## src/rtl/reverse_conversion_pkg.sv

```systemverilog
// Shared definitions for the unit converters: widths, mode encodings, per-mode
// scale constants and the iteration counts of the sequential datapath.
package reverse_conversion_pkg;

    localparam int WIDTH      = 19;
    localparam int ACC_W      = 26;
    localparam int DIV_W      = 24;
    localparam int K_W        = 7;
    localparam int MUL_CYCLES = 7;
    localparam int DIV_CYCLES = 24;

    localparam logic [3:0] DIVISOR = 4'd12;

    typedef enum logic [1:0] {
        MODE_X100   = 2'b00,
        MODE_X1     = 2'b01,
        MODE_X30    = 2'b10,
        MODE_X30_12 = 2'b11
    } conv_mode_e;

    localparam logic [K_W-1:0] K_X100 = 7'd100;
    localparam logic [K_W-1:0] K_X1   = 7'd1;
    localparam logic [K_W-1:0] K_X30  = 7'd30;

    typedef enum logic [1:0] {
        ST_IDLE = 2'b00,
        ST_MUL  = 2'b01,
        ST_DIV  = 2'b10,
        ST_DONE = 2'b11
    } conv_state_e;

    // Mode 11 multiplies by 30 here and divides by DIVISOR afterwards.
    function automatic logic [K_W-1:0] k_for_mode(input conv_mode_e mode);
        case (mode)
            MODE_X100:   k_for_mode = K_X100;
            MODE_X1:     k_for_mode = K_X1;
            MODE_X30:    k_for_mode = K_X30;
            MODE_X30_12: k_for_mode = K_X30;
            default:     k_for_mode = K_X1;
        endcase
    endfunction

endpackage

```

## src/rtl/restoring_div24.sv

```systemverilog
// Sequential restoring divide of a 24-bit dividend by DIVISOR, one quotient bit
// per cycle MSB first. done flags the cycle in which the final step executes.
module restoring_div24
    import reverse_conversion_pkg::*;
(
    input  logic             clk,
    input  logic             rst,
    input  logic             start,
    input  logic [DIV_W-1:0] dividend,
    output logic             done,
    output logic [DIV_W-1:0] quotient
);

    logic [3:0]       rem_r;
    logic [DIV_W-1:0] quot_r;
    logic [4:0]       cnt_r;
    logic             run_r;

    logic [4:0]       trial_s;
    logic [3:0]       rem_next_s;
    logic [DIV_W-1:0] quot_next_s;
    logic             last_s;

    // One restoring step: dividend bits shift out of quot_r, quotient bits shift in.
    always_comb begin
        trial_s     = {rem_r, quot_r[DIV_W-1]};
        rem_next_s  = trial_s[3:0];
        quot_next_s = {quot_r[DIV_W-2:0], 1'b0};
        if (trial_s >= {1'b0, DIVISOR}) begin
            rem_next_s  = 4'(trial_s - {1'b0, DIVISOR});
            quot_next_s = {quot_r[DIV_W-2:0], 1'b1};
        end else begin
            rem_next_s  = trial_s[3:0];
            quot_next_s = {quot_r[DIV_W-2:0], 1'b0};
        end
    end

    assign last_s   = run_r && (cnt_r == 5'(DIV_CYCLES - 1));
    assign done     = last_s;
    assign quotient = quot_r;

    // Load on start, then iterate DIV_CYCLES steps.
    always_ff @(posedge clk or posedge rst) begin
        if (rst) begin
            rem_r  <= 4'd0;
            quot_r <= {DIV_W{1'b0}};
            cnt_r  <= 5'd0;
            run_r  <= 1'b0;
        end else if (start) begin
            rem_r  <= 4'd0;
            quot_r <= dividend;
            cnt_r  <= 5'd0;
            run_r  <= 1'b1;
        end else if (run_r) begin
            rem_r  <= rem_next_s;
            quot_r <= quot_next_s;
            cnt_r  <= cnt_r + 5'd1;
            if (last_s) begin
                run_r <= 1'b0;
            end
        end
    end

endmodule

```

## src/rtl/reverse_conversion.sv

```systemverilog
// Rescales a user-unit value back into the raw 19-bit domain using an iterative
// shift-add multiply by K and, for mode 11, a restoring divide by 12.
module reverse_conversion
    import reverse_conversion_pkg::*;
#(
    parameter int WIDTH = reverse_conversion_pkg::WIDTH
) (
    input  logic             clk,
    input  logic             rst,
    input  logic             start,
    input  logic [1:0]       convertFrom,
    input  logic [WIDTH-1:0] data_in,
    output logic             busy,
    output logic             done,
    output logic [WIDTH-1:0] data_out,
    output logic             overflow
);

    conv_state_e      state_r;
    conv_state_e      state_next_s;
    conv_mode_e       mode_r;
    logic [WIDTH-1:0] operand_r;
    logic [K_W-1:0]   k_r;
    logic [ACC_W-1:0] acc_r;
    logic [2:0]       bit_cnt_r;
    logic             busy_r;
    logic             done_r;
    logic [WIDTH-1:0] data_out_r;
    logic             overflow_r;

    logic [ACC_W-1:0] addend_s;
    logic [ACC_W-1:0] acc_next_s;
    logic             mul_last_s;
    logic             div_start_s;
    logic             div_done_s;
    logic [DIV_W-1:0] div_quot_s;
    logic [ACC_W-1:0] result_s;
    logic             sat_s;

    assign addend_s   = k_r[bit_cnt_r] ? (ACC_W'(operand_r) << bit_cnt_r) : {ACC_W{1'b0}};
    assign acc_next_s = acc_r + addend_s;
    assign mul_last_s = (bit_cnt_r == 3'(MUL_CYCLES - 1));

    // The divider loads the final product on the last multiply edge so its
    // 24 steps line up exactly with the DIV state.
    assign div_start_s = (state_r == ST_MUL) && mul_last_s && (mode_r == MODE_X30_12);

    restoring_div24 u_div (
        .clk      (clk),
        .rst      (rst),
        .start    (div_start_s),
        .dividend (acc_next_s[DIV_W-1:0]),
        .done     (div_done_s),
        .quotient (div_quot_s)
    );

    assign result_s = (mode_r == MODE_X30_12) ? ACC_W'(div_quot_s) : acc_r;
    assign sat_s    = |result_s[ACC_W-1:WIDTH];

    // Next-state logic.
    always_comb begin
        state_next_s = state_r;
        case (state_r)
            ST_IDLE: begin
                if (start) state_next_s = ST_MUL;
                else       state_next_s = ST_IDLE;
            end
            ST_MUL: begin
                if (!mul_last_s)                  state_next_s = ST_MUL;
                else if (mode_r == MODE_X30_12)   state_next_s = ST_DIV;
                else                              state_next_s = ST_DONE;
            end
            ST_DIV: begin
                if (div_done_s) state_next_s = ST_DONE;
                else            state_next_s = ST_DIV;
            end
            ST_DONE: state_next_s = ST_IDLE;
            default: state_next_s = ST_IDLE;
        endcase
    end

    // State register.
    always_ff @(posedge clk or posedge rst) begin
        if (rst) state_r <= ST_IDLE;
        else     state_r <= state_next_s;
    end

    // Datapath and registered outputs.
    always_ff @(posedge clk or posedge rst) begin
        if (rst) begin
            mode_r     <= MODE_X100;
            operand_r  <= {WIDTH{1'b0}};
            k_r        <= {K_W{1'b0}};
            acc_r      <= {ACC_W{1'b0}};
            bit_cnt_r  <= 3'd0;
            busy_r     <= 1'b0;
            done_r     <= 1'b0;
            data_out_r <= {WIDTH{1'b0}};
            overflow_r <= 1'b0;
        end else begin
            done_r <= 1'b0;
            case (state_r)
                ST_IDLE: begin
                    if (start) begin
                        mode_r    <= conv_mode_e'(convertFrom);
                        operand_r <= data_in;
                        k_r       <= k_for_mode(conv_mode_e'(convertFrom));
                        acc_r     <= {ACC_W{1'b0}};
                        bit_cnt_r <= 3'd0;
                        busy_r    <= 1'b1;
                    end
                end
                ST_MUL: begin
                    acc_r     <= acc_next_s;
                    bit_cnt_r <= bit_cnt_r + 3'd1;
                end
                ST_DIV: begin
                    bit_cnt_r <= 3'd0;
                end
                ST_DONE: begin
                    done_r     <= 1'b1;
                    busy_r     <= 1'b0;
                    overflow_r <= sat_s;
                    data_out_r <= sat_s ? {WIDTH{1'b1}} : result_s[WIDTH-1:0];
                end
                default: begin
                    busy_r <= 1'b0;
                end
            endcase
        end
    end

    assign busy     = busy_r;
    assign done     = done_r;
    assign data_out = data_out_r;
    assign overflow = overflow_r;

endmodule
```

## config.mk

```make
export PLATFORM = sky130hd
export DESIGN_NAME = reverse_conversion
export DESIGN_NICKNAME = d
export VERILOG_FILES = /design/src/rtl/reverse_conversion_pkg.sv /design/src/rtl/restoring_div24.sv /design/src/rtl/reverse_conversion.sv
export SDC_FILE = /design/constraint.sdc
export NUM_CORES = 1
export LEC_CHECK = 0
export BUFFER_PORTS_ARGS = -buffer_cell sky130_fd_sc_hd__buf_2
export CAP_MARGIN = 20
export CELL_PAD_IN_SITES_DETAIL_PLACEMENT = 0
export CELL_PAD_IN_SITES_GLOBAL_PLACEMENT = 1
export CORE_UTILIZATION = 40
export CTS_CLUSTER_SIZE = 30
export DETAILED_ROUTE_END_ITERATION = 7
export PLACE_DENSITY_LB_ADDON = 0.1
export SYNTH_ARGS = -nofsm -noshare
export SYNTH_HDL_FRONTEND = slang
export SYNTH_HIERARCHICAL = 1
export SYNTH_SLANG_ARGS = --single-unit
```

## constraint.sdc

```tcl
create_clock -name clk -period 9.35 [get_ports clk]
set_input_delay 1.4025 -clock clk [delete_from_list [all_inputs] [get_ports clk]]
set_output_delay 1.4025 -clock clk [all_outputs]
set_load 0.02 [all_outputs]
```

== After elaboration in Yosys (flattened, before gate mapping) ==
Index checks and enable logic that the tools add are counted.
Storage, ports and cells
  word-level logic and storage cells: 75
  bits of input ports: 24
  register bits: 115
  output and inout port bits: 22
Cells by class
  add/subtract/negate cells: 4
  muxes and demuxes: 29
  eq/ne operators: 10
  magnitude comparators: 2
  reduce and logical (&&, ||, !) cells: 15
  shifts and indexed selects: 1
Operators with widths (number)
  $mux W26: 3
  $pmux W26 S2: 1
  $mux W24: 2
  $add A26 B26 Y26: 1
  $shl A19 B3 Y26: 1
  $pmux W7 S3: 1
  $mux W19: 1
  $mux W4: 3
  $eq A2 B2 Y1 const B: 5
  $mux W1: 10
  $mux W5: 2
  $pmux W3 S3: 1
  $pmux W2 S4: 1
  $reduce_and A2 Y1: 4
  $reduce_or A7 Y1: 1
  $reduce_bool A2 Y1: 3
  $add A5 B1 Y5 const B: 1
  $eq A5 B5 Y1 const B: 1
  $ge A5 B4 Y1 const B: 1
  $eq A2 B1 Y1 const B: 2
  $logic_not A2 Y1: 2
  $lt A3 B4 Y1 const B: 1
  $sub A4 B4 Y4 const B: 1
  $add A3 B1 Y3 const B: 1
  9 further kinds: 11

== Depth between registers and ports, before layout ==
Gate-level depths: netlist of the first run.
  depth after elaboration: 5
  depth in mapped cells: 19

== Modules after synthesis ==
Netlist of the first run, hierarchy kept.
By module, submodules not included
  reverse_conversion: instances 1, seq. area each 1951.9 um2, area each 5291.3 um2, cells each 661
  restoring_div24: instances 1, seq. area each 850.8 um2, area each 1609.0 um2, cells each 156

== Worst setup path after synthesis of the first run ==
No wires, ideal clock.
  path kind: reg2reg
  start point: register bit_cnt_r[0]
  end point: register u_div.quot_r[22] (netlist: u_div/quotient[22])
  stages on the path, launching flop included: 19
  path buffers: 4
  slack: 6.102 ns
  library setup time: 0.083 ns
  arrival time: 3.165 ns
  cells stage by stage: dfrtp_1 -> buf_2 -> inv_1 -> o211ai_1 -> and2_1 -> buf_2 -> buf_2 -> nor2_1 -> ha_1 -> buf_6 -> a21oi_1 -> o21ai_0 -> a21oi_1 -> o211ai_2 -> a31o_2 -> a21oi_1 -> xnor2_1 -> nand2_1 -> o21ai_0
On the way
  longest elaborated chain between the ends: 5
Ends and longest elaborated chain
  start: declaration: RTL line reverse_conversion.sv:25  | logic [2:0] bit_cnt_r;
  start signal: assignment: RTL line reverse_conversion.sv:115  | bit_cnt_r <= bit_cnt_r + 3'd1;
  $bmux W1 S3: RTL line reverse_conversion.sv:40  | assign addend_s = k_r[bit_cnt_r] ? (ACC_W'(operand_r) << bit_cnt_r) : {ACC_W{1'b0}};
  $mux W1 (implied by the code): RTL line reverse_conversion.sv:40
  $mux W26 (*): RTL line reverse_conversion.sv:40
  $add A26 B26 Y26 (*): RTL line reverse_conversion.sv:41  | assign acc_next_s = acc_r + addend_s;
  net acc_next_s[22]: RTL line reverse_conversion.sv:32  | logic [ACC_W-1:0] acc_next_s;
  $mux W24 (*): RTL line restoring_div24.sv:49  | end else if (start) begin
  end signal: assignment: RTL line restoring_div24.sv:46  | quot_r <= {DIV_W{1'b0}};
  end signal: assignment: RTL line restoring_div24.sv:51  | quot_r <= dividend;
  end signal: assignment: RTL line restoring_div24.sv:56  | quot_r <= quot_next_s;
  end: declaration: RTL line restoring_div24.sv:15  | logic [DIV_W-1:0] quot_r;
Mark *: on every way through the listed nets, which the timed path passes. The rest lies on a longest branch. The select of a mux whose other input is x is not followed.
A chain may end at the register's enable or synchronous reset.

== Final worst setup path of the first run ==
  start point: register bit_cnt_r[0]
  end point: register u_div.quot_r[23] (netlist: u_div/quotient[23])
The elaborated chain is that of the path after synthesis.

==> impl_metrics.tcl, run 1 <==
set metrics [dict create \
    status "complete, no violations" \
    clock_latency_ps 360 \
    cts_root_buf "clkbuf_16" \
    p_leak_nw 3.40 \
    finalMaxSlewViolations 0 \
    yosysSeqAreaShare_pct 40.6 \
    period_minus_slack_ps 4530 \
    vdd_ir_drop_max_mv 0.123 \
    grt_pass1_wl_um 28400 \
    fmax_mhz 221 \
    rr_endpoint "u_div/quotient[23]" \
    tns_ps 0 \
    ys.flop_type "dfrtp_1" \
    final_cell_mix "nand2_1, dfrtp_1, nor2_1, a21oi_1, buf_2" \
    die_area_um2 17800 \
    yosys_warnings 6 \
    setup_ws_ps 4820 \
    cts_buffers 9 \
    drv_cap 0 \
    required_ps 9630 \
    cp-end-kind "flop" \
    drt_first_pass_iters 7 \
    initial_core_util_pct 41.3 \
    grt_pass1_vias 5347 \
    path_clk_slew_ps 80 \
    startpoint "bit_cnt_r[0]" \
    finalCritPeriodShare_pct 48.4 \
    worst-setup-path-type "flop to flop" \
    path_max_fanout 29 \
    syn_inst 817 \
    drc 0 \
    final_common_cell "nand2_1" \
    r2r_slack_ps 4820 \
    antenna_left 0 \
    grt_overflow 0 \
    holdBufCountCts 0 \
    powerDensity_nw_per_um2 407 \
    post_cts_resized 0 \
    worstReg2RegStart "bit_cnt_r[0]" \
    portBuffers 45 \
    coreArea_um2 16700 \
    routed_wl_um 17200 \
    setup_viol 0 \
    gp_congestion 0.875 \
    dpl.cell_count 1038 \
    grtUsageTotal_pct 20.3 \
    maxSlewHeadroom_pct 32.7 \
    nets 884 \
    worst_pin_slew_ps 1010 \
    antenna_cells 0 \
    ys_ff_latch 112 \
    rsz0062_at_grt "false" \
    clock_skew_ps 11.9 \
    htree_levels 3 \
    fp.dieW_um 133 \
    critPathCapture "u_div/quotient[23]" \
    syn-num-nets 871 \
    drive_gt1_share_pct 11.6 \
    synth_cell_types 59 \
    pin_count 46 \
    wl_per_cell_um 16.3 \
    crit_arrival_ps 4810 \
    clock_path_buffers 2 \
    syn_area_um2 6900 \
    antenna_found_initial 0 \
    dr_total_vias 5689 \
    reg2regPathDepth 13 \
    holdCritPathClass "flop to flop" \
    final_cells 1054 \
    drt_first_iter_violations 344 \
    hold_viol 0 \
    multiInputGateArea_um2 3820 \
    rows 47 \
    viasPerCell 5.40 \
    place_hpwl_um 12900 \
    cts_tree "yes" \
    register_area_um2 2800 \
    die_h_um 133 \
    clock-sinks 112 \
    synth_edf_count 0 \
    synthArstFlopShare_pct 100 \
    syn_to_final_growth_pct 9.99 \
    avgSynthCellArea_um2 8.45 \
    critPathLaunchType "flop" \
    post-cts-setup-buffers 0 \
    grt_max_degree 59 \
    fillerInstances 1701 \
    post-place-ws_ps 4810 \
]
## power by group
part	total (mW)	switching (mW)	internal [mW]
Sequential	0.909	0.211	0.698
Combinational	1.77	1.07	0.703
Clock	0.410	0.198	0.211
## worst min-delay path by stage
stage | start | end | slack, ps | cells after the start
6_report | busy | busy | 480 | 2
5_1_grt | operand_r[16] | operand_r[16] | 520 | 2
4_1_cts | busy | busy | 490 | 2
3_5_place_dp | busy | busy | 470 | 2
3_3_place_gp | busy | busy | 460 | 2
2_1_floorplan | k_r[0] | k_r[0] | 450 | 2
## cell usage after synthesis (all sizes together) (8+ instances only)
cell type	number	area, um2
buf	19	103
nand3	17	85.1
nand4	8	50.1
ha	29	363
mux2i	38	380
o21ai	49	249
a21oi	49	260
a22o	11	96.3
xor2	12	105
xnor2	14	123
nor2b	9	56.3
nor2	64	240
nor3	13	65.1
inv	14	52.6
dfrtp	112	2800
nand2	214	806
clkbuf	35	131
a31oi	26	163
a21o	13	97.6
o211ai	10	85.1
## state kept, by name (all words and copies together), names as in the netlist, 2 cells and up, named ones only
| signal | count |
|---|---|
| acc_r | 26 |
| u_div/quotient | 24 |
| data_out | 19 |
| operand_r | 19 |
| u_div/cnt_r | 5 |
| k_r | 4 |
| u_div/rem_r | 4 |
| bit_cnt_r | 3 |
| mode_r | 2 |
## stage by stage
step                      power (mW)  instance area (um2)  hold slack [ps]  util (%)
after global placement          2.65                 7240              460      43.3
after floorplan                 2.26                 6900              446         -
after detailed placement        2.68                 7260              466      43.5
final                           3.09                 7590              480      45.4
after global routing            3.37                 7590              523      45.4
after CTS                       3.10                 7560              490      45.3
## per-layer routing
metal	global-route usage (%)	vias to the layer above	share of wire [%]
met3	4.00	21	5.2
met2	31.0	141	44
met4	6.31	0	2.1
met1	28.9	2655	49
met5	0	-	0
li1	-	2872	-
## critical path, cell delays in order, from the launching register on
cell and delay, ps:
dfrtp_1 950, inv_1 440, o211ai_1 450, and2_1 550
a21oi_1 140, ha_1 420, nand2_1 150, a2111oi_4 350
nand2_2 140, and3_1 220, o21ai_2 170, xor2_1 290
nand2_1 90, o21ai_0 90
## layout make-up
cell class | instances | share of cell area [%]
well taps | 220 | 3.63
clock inverters | 6 | 1.04
clock buffers | 9 | 2.97
multi-input cells | 637 | 50.3
flip-flops and latches | 112 | 36.9
inverters | 14 | 0.709
repair buffers | 56 | 4.42
## cells by family after synthesis
kind of cell / Yosys count / share of synthesized area [%]
buffers and inverters: 68 / 4.15
adder cells (fa/ha/maj): 30 / 5.55
multiplexers: 47 / 7.63
XOR/XNOR: 26 / 3.30
AND/OR/NAND/NOR: 346 / 21.0
flip-flops: 112 / 40.6
AO/OA/AOI/OAI: 188 / 17.8
(Power assumes the default switching activity.)
==> run 2, diff against run 1 <==
Settings changed: ABC_AREA from default to 1.
Clock period 9.35 ns to 3.6 ns, I/O delays scaled along.
==> impl_metrics.tcl, run 2 <==
set metrics [dict create \
    wl_per_cell_um 14.7 \
    drt_first_iter_violations 266 \
    die_h_um 140 \
    gp_congestion 0.895 \
    setup_viol 0 \
    antenna_cells 0 \
    initial_core_util_pct 40.8 \
    synth_cell_types 42 \
    syn_to_final_growth_pct 9.45 \
    total_power_mw 8.67 \
    drive_gt1_share_pct 11.2 \
    final_cell_mix "nand2_1, inv_1, dfrtp_1, o21ai_0, nor2_1" \
    powerDensity_nw_per_um2 1040 \
    final_core_util_pct 44.6 \
    syn-num-nets 1162 \
    cts_buffers 9 \
    p_leak_nw 4.41 \
    grt_pass1_wl_um 34500 \
    syn_area_um2 7600 \
    synth_edf_count 0 \
    die_area_um2 19600 \
    status "complete, no violations" \
    cts_root_buf "clkbuf_16" \
    synthArstFlopShare_pct 100 \
    grtUsageTotal_pct 22.5 \
    vdd_ir_drop_max_mv 0.338 \
    antenna_found_initial 0 \
    syn_inst 1108 \
    dr_total_vias 6654 \
    cts_tree "yes" \
    finalMaxSlewViolations 0 \
    grt_overflow 0 \
    pin_count 46 \
    cp-end-kind "flop" \
    clock-sinks 112 \
    setup_ws_ps 281 \
    htree_levels 3 \
    antenna_left 0 \
    drc 0 \
    period_minus_slack_ps 3320 \
    clock_latency_ps 360 \
    post-place-ws_ps -52.5 \
    avgSynthCellArea_um2 6.86 \
    largest_reg_flops 26 \
    maxSlewHeadroom_pct 52.1 \
    required_ps 3830 \
    regMostFlops "acc_r" \
    nets 1193 \
    critPathLaunchType "flop" \
    clock_path_buffers 2 \
    ys.flop_type "dfrtp_1" \
    portBuffers 45 \
    crit_arrival_ps 3540 \
    viasPerCell 4.83 \
    synth_top_area_share_pct 36.9 \
    path_max_fanout 18 \
    holdCritPathClass "input port to asynchronous set/reset pin" \
    worst_pin_slew_ps 718 \
    holdWs_ps 181 \
    coreArea_um2 18600 \
    clock_skew_ps 10.9 \
    synthTopCellsByCount "nand2_1, inv_1, dfrtp_1, nor2_1, o21ai_0" \
    drv_cap 0 \
    yosys_warnings 6 \
    grt_max_degree 41 \
    drt_first_pass_iters 5 \
    place_hpwl_um 16400 \
    grt_pass1_vias 6583 \
    worst-setup-path-type "flop to flop" \
    yosysSeqAreaShare_pct 36.9 \
    holdBufCountCts 0 \
    fmax_mhz 301 \
    tns_ps 0 \
    finalCritPeriodShare_pct 92.2 \
    synthTopCellsByArea "dfrtp_1, nand2_1, inv_1, o21ai_0, ha_1" \
    hold_viol 0 \
    path_clk_slew_ps 80 \
    yosysTopAreaCell "dfrtp_1" \
    fp.dieW_um 140 \
    final_common_cell "nand2_1" \
    yosysMostFrequentCell "nand2_1" \
    routed_wl_um 20300 \
    rows 50 \
    ys_ff_latch 112 \
]
## run 2: repair_timing
action / in CTS / in global routing
setup buffers: 0 / 1
resized for setup: 2 / 7
gates cloned: 0 / 0
pin swaps: 0 / 1
setup endpoints to repair: 1 / 4
## run 2: cell type report
cell class                 count  area (um2)
clock buffer                   9         225
clock inverter                 7        67.6
fill                        2014       10300
inverter                     186         704
multi-input combinational    771        3880
sequential                   112        2800
tap                          234         293
timing repair buffer          59         338
## run 2: worst paths after layout
kind	startpoint	to	cells past startpoint	slack (ps)
worst max-delay path	bit_cnt_r[0]	u_div/quotient[20]	18	280
worst min-delay path	rst	overflow	2	180
worst max register to register	bit_cnt_r[0]	u_div/quotient[20]	18	280
worst min register to register	busy	busy	2	490
max in group asynchronous	rst	acc_r[14]	3	2640
min in group clk	convertFrom[0]	k_r[5]	2	370
## run 2: logic make-up after synthesis
group,synth area share [%]
adder cells (fa/ha/maj),5.04
AO/OA/AOI/OAI,12.5
XOR/XNOR,1.68
multiplexers,0.922
buffers and inverters,12.3
flip-flops,36.9
AND/OR/NAND/NOR,30.6
## run 2: layer usage
metal,global-route usage (%),vias to the layer above,share of wire (%)
met1,31.3,3022,51
met2,36.9,84,45
met5,0,-,0
met4,5.26,0,1.5
li1,-,3533,-
met3,2.99,15,2.5
## run 2: where the power goes
part | switching (mW) | internal [mW] | total [mW]
Combinational | 3.64 | 1.82 | 5.46
Sequential | 0.401 | 1.80 | 2.20
Clock | 0.530 | 0.487 | 1.02
Total | 4.57 | 4.10 | 8.67
## run 2: critical path, cell delays in order, from the launching register on
cell and delay, ps:
dfrtp_2 480, inv_1 160, nand2_1 100, o221ai_2 330, nand2_4 190, o21ai_1 150, inv_1 70, ha_1 410
nand2_1 130, nor2_1 200, inv_1 80, nor2_2 170, nand4_1 110, buf_4 170, nand3_1 60, nand2_1 60
and2_1 150, nand2_1 60, o221ai_1 100
## run 2: per-stage QoR
stage               instance area [um2]  std cells
floorplan                          7600       1108
global placement                   7990       1361
detailed placement                 7990       1361
CTS                                8290       1377
global route                       8320       1378
finish                             8320       1378
==> run 3, diff against run 2 <==
Settings changed: CORE_UTILIZATION 40 to 30.
==> impl_metrics.tcl, run 3 (synthesized netlist as in run 2, its figures left out) <==
set metrics [dict create \
    path_max_fanout 5 \
    wl_per_cell_um 15.5 \
    multiInputGateArea_um2 3870 \
    fmax_mhz 312 \
    pin_count 46 \
    reg2regPathDepth 15 \
    grt_max_degree 49 \
    required_ps 3830 \
    holdCritPathClass "input port to asynchronous set/reset pin" \
    maxSlewHeadroom_pct 37.4 \
    period_minus_slack_ps 3210 \
    regMostFlops "acc_r" \
    syn_to_final_growth_pct 11.0 \
    cts_buffers 9 \
    fp.dieW_um 161 \
    clock-sinks 112 \
    antenna_cells 0 \
    gp_congestion 0.822 \
    finalCritPeriodShare_pct 89.1 \
    post-cts-setup-buffers 0 \
    crit_arrival_ps 3440 \
    route.met3.wl_um 528 \
    place_hpwl_um 17900 \
    register_area_um2 2800 \
    rows 57 \
    largest_reg_flops 26 \
    drt_first_iter_violations 332 \
    dr_total_vias 6664 \
    holdBufCountCts 0 \
    die_h_um 161 \
    hold_viol 0 \
    routed-wl-met2_um 10100 \
    post_cts_resized 0 \
    clock_path_buffers 2 \
    finalMaxSlewViolations 0 \
    nets 1195 \
    htree_levels 3 \
    antenna_found_initial 0 \
    status "complete, no violations" \
    worst-setup-path-type "flop to flop" \
    viasPerCell 4.54 \
    final_common_cell "nand2_1" \
    grt_overflow 0 \
    drt_first_pass_iters 6 \
    powerDensity_nw_per_um2 1050 \
    grt_pass1_vias 6751 \
    die_area_um2 26000 \
    clock_latency_ps 360 \
    antenna_left 0 \
    routed_wl_um 22800 \
    cp.depth 15 \
    path_clk_slew_ps 80 \
    crit_top_cell "nand2_1" \
    coreArea_um2 24600 \
    tns_ps 0 \
    slowest_delay_ps 440 \
    grt_pass1_wl_um 37100 \
    initial_core_util_pct 30.9 \
    fillerInstances 2758 \
    cts_root_buf "clkbuf_16" \
    rsz0062_at_grt "false" \
    cpMaxStageDelayCell "dfrtp_1" \
    critPathLaunchType "flop" \
    drv_cap 0 \
    wl_met1_um 11500 \
    portBuffers 45 \
    dr.max_layer_used "met4" \
    drive_gt1_share_pct 11.0 \
    total_power_mw 8.88 \
    crit_chain "inv_1 > nand2_1 > o221ai_2 > nor3_1 > ha_1 > fa_1 > nand3_2 > nand3_2 > nand2_1 > nand2_2 > nand3_1 > nand4_1 > and2_1 > nand2_1 > o211ai_1" \
    worst_pin_slew_ps 938 \
    final_cell_mix "nand2_1, inv_1, dfrtp_1, o21ai_0, nor2_1" \
    setup_viol 0 \
    vdd_ir_drop_max_mv 0.290 \
    grtUsageTotal_pct 18.5 \
    cp-end-kind "flop" \
    drc 0 \
    cts_tree "yes" \
    critPathBufInv 1 \
    clock_skew_ps 9.80 \
    p_leak_nw 4.42 \
    path_delay_family "simple AND/OR/NAND/NOR gates" \
]
==> run 3: cell types whose count changed in the layout (fill, tap and decap cells not counted), sizes merged <==
cell,delta
clkinvlp,-1
bufinv,+1
buf,+2
clkinv,-1
==> run 3: worst reg2reg max path: cells and delay by family (launching register included) <==
kind,cells,cell delay (ps)
adder cells (fa/ha/maj),2,730
buffers and inverters,1,190
flip-flops,1,440
AO/OA/AOI/OAI,2,420
AND/OR/NAND/NOR,10,1300
==> run 3: layout make-up <==
| class | count | share of cell area (%) |
|---|---|---|
| Timing Repair Buffer | 61 | 4.14 |
| Tap cell | 324 | 4.81 |
| Multi-Input combinational cell | 771 | 45.9 |
| Clock inverter | 6 | 0.905 |
| Inverter | 186 | 8.35 |
| Sequential cell | 112 | 33.2 |
| Clock buffer | 9 | 2.67 |
==> run 3: path summary, 6_finish.rpt <==
path / from / to / slack (ps)
max in group asynchronous: rst / operand_r[14] / 2450
min in group clk: data_in[16] / operand_r[16] / 370
setup reg to reg: bit_cnt_r[0] / u_div/quotient[22] / 390
setup / recovery: bit_cnt_r[0] / u_div/quotient[22] / 390
hold / removal: rst / u_div/run_r / 290
hold reg to reg: busy / busy / 480
==> run 3: layer usage <==
| metal | vias to the layer above | global-route usage [%] |
|---|---|---|
| met1 | 3020 | 25.4 |
| met2 | 84 | 30.1 |
| met4 | 0 | 5.66 |
| li1 | 3532 | - |
| met5 | - | 0 |
| met3 | 28 | 2.49 |
==> run 3: report_power, final <==
group	switching, mW	leakage (nW)	internal (mW)
combinational	3.77	2.91	1.83
sequential	0.402	1.37	1.79
clock	0.530	0.145	0.548
==> run 3: stage by stage <==
step	cell area (um2)	util, %	instances	worst slack [ps]	hold slack (ps)
after global placement	8120	33.0	1454	262	464
after detailed placement	8120	33.0	1454	325	462
after global routing	8430	34.3	1469	50.0	321
final	8430	34.3	1469	393	292
after floorplan	7600	-	1108	934	450
after CTS	8420	34.2	1469	300	300
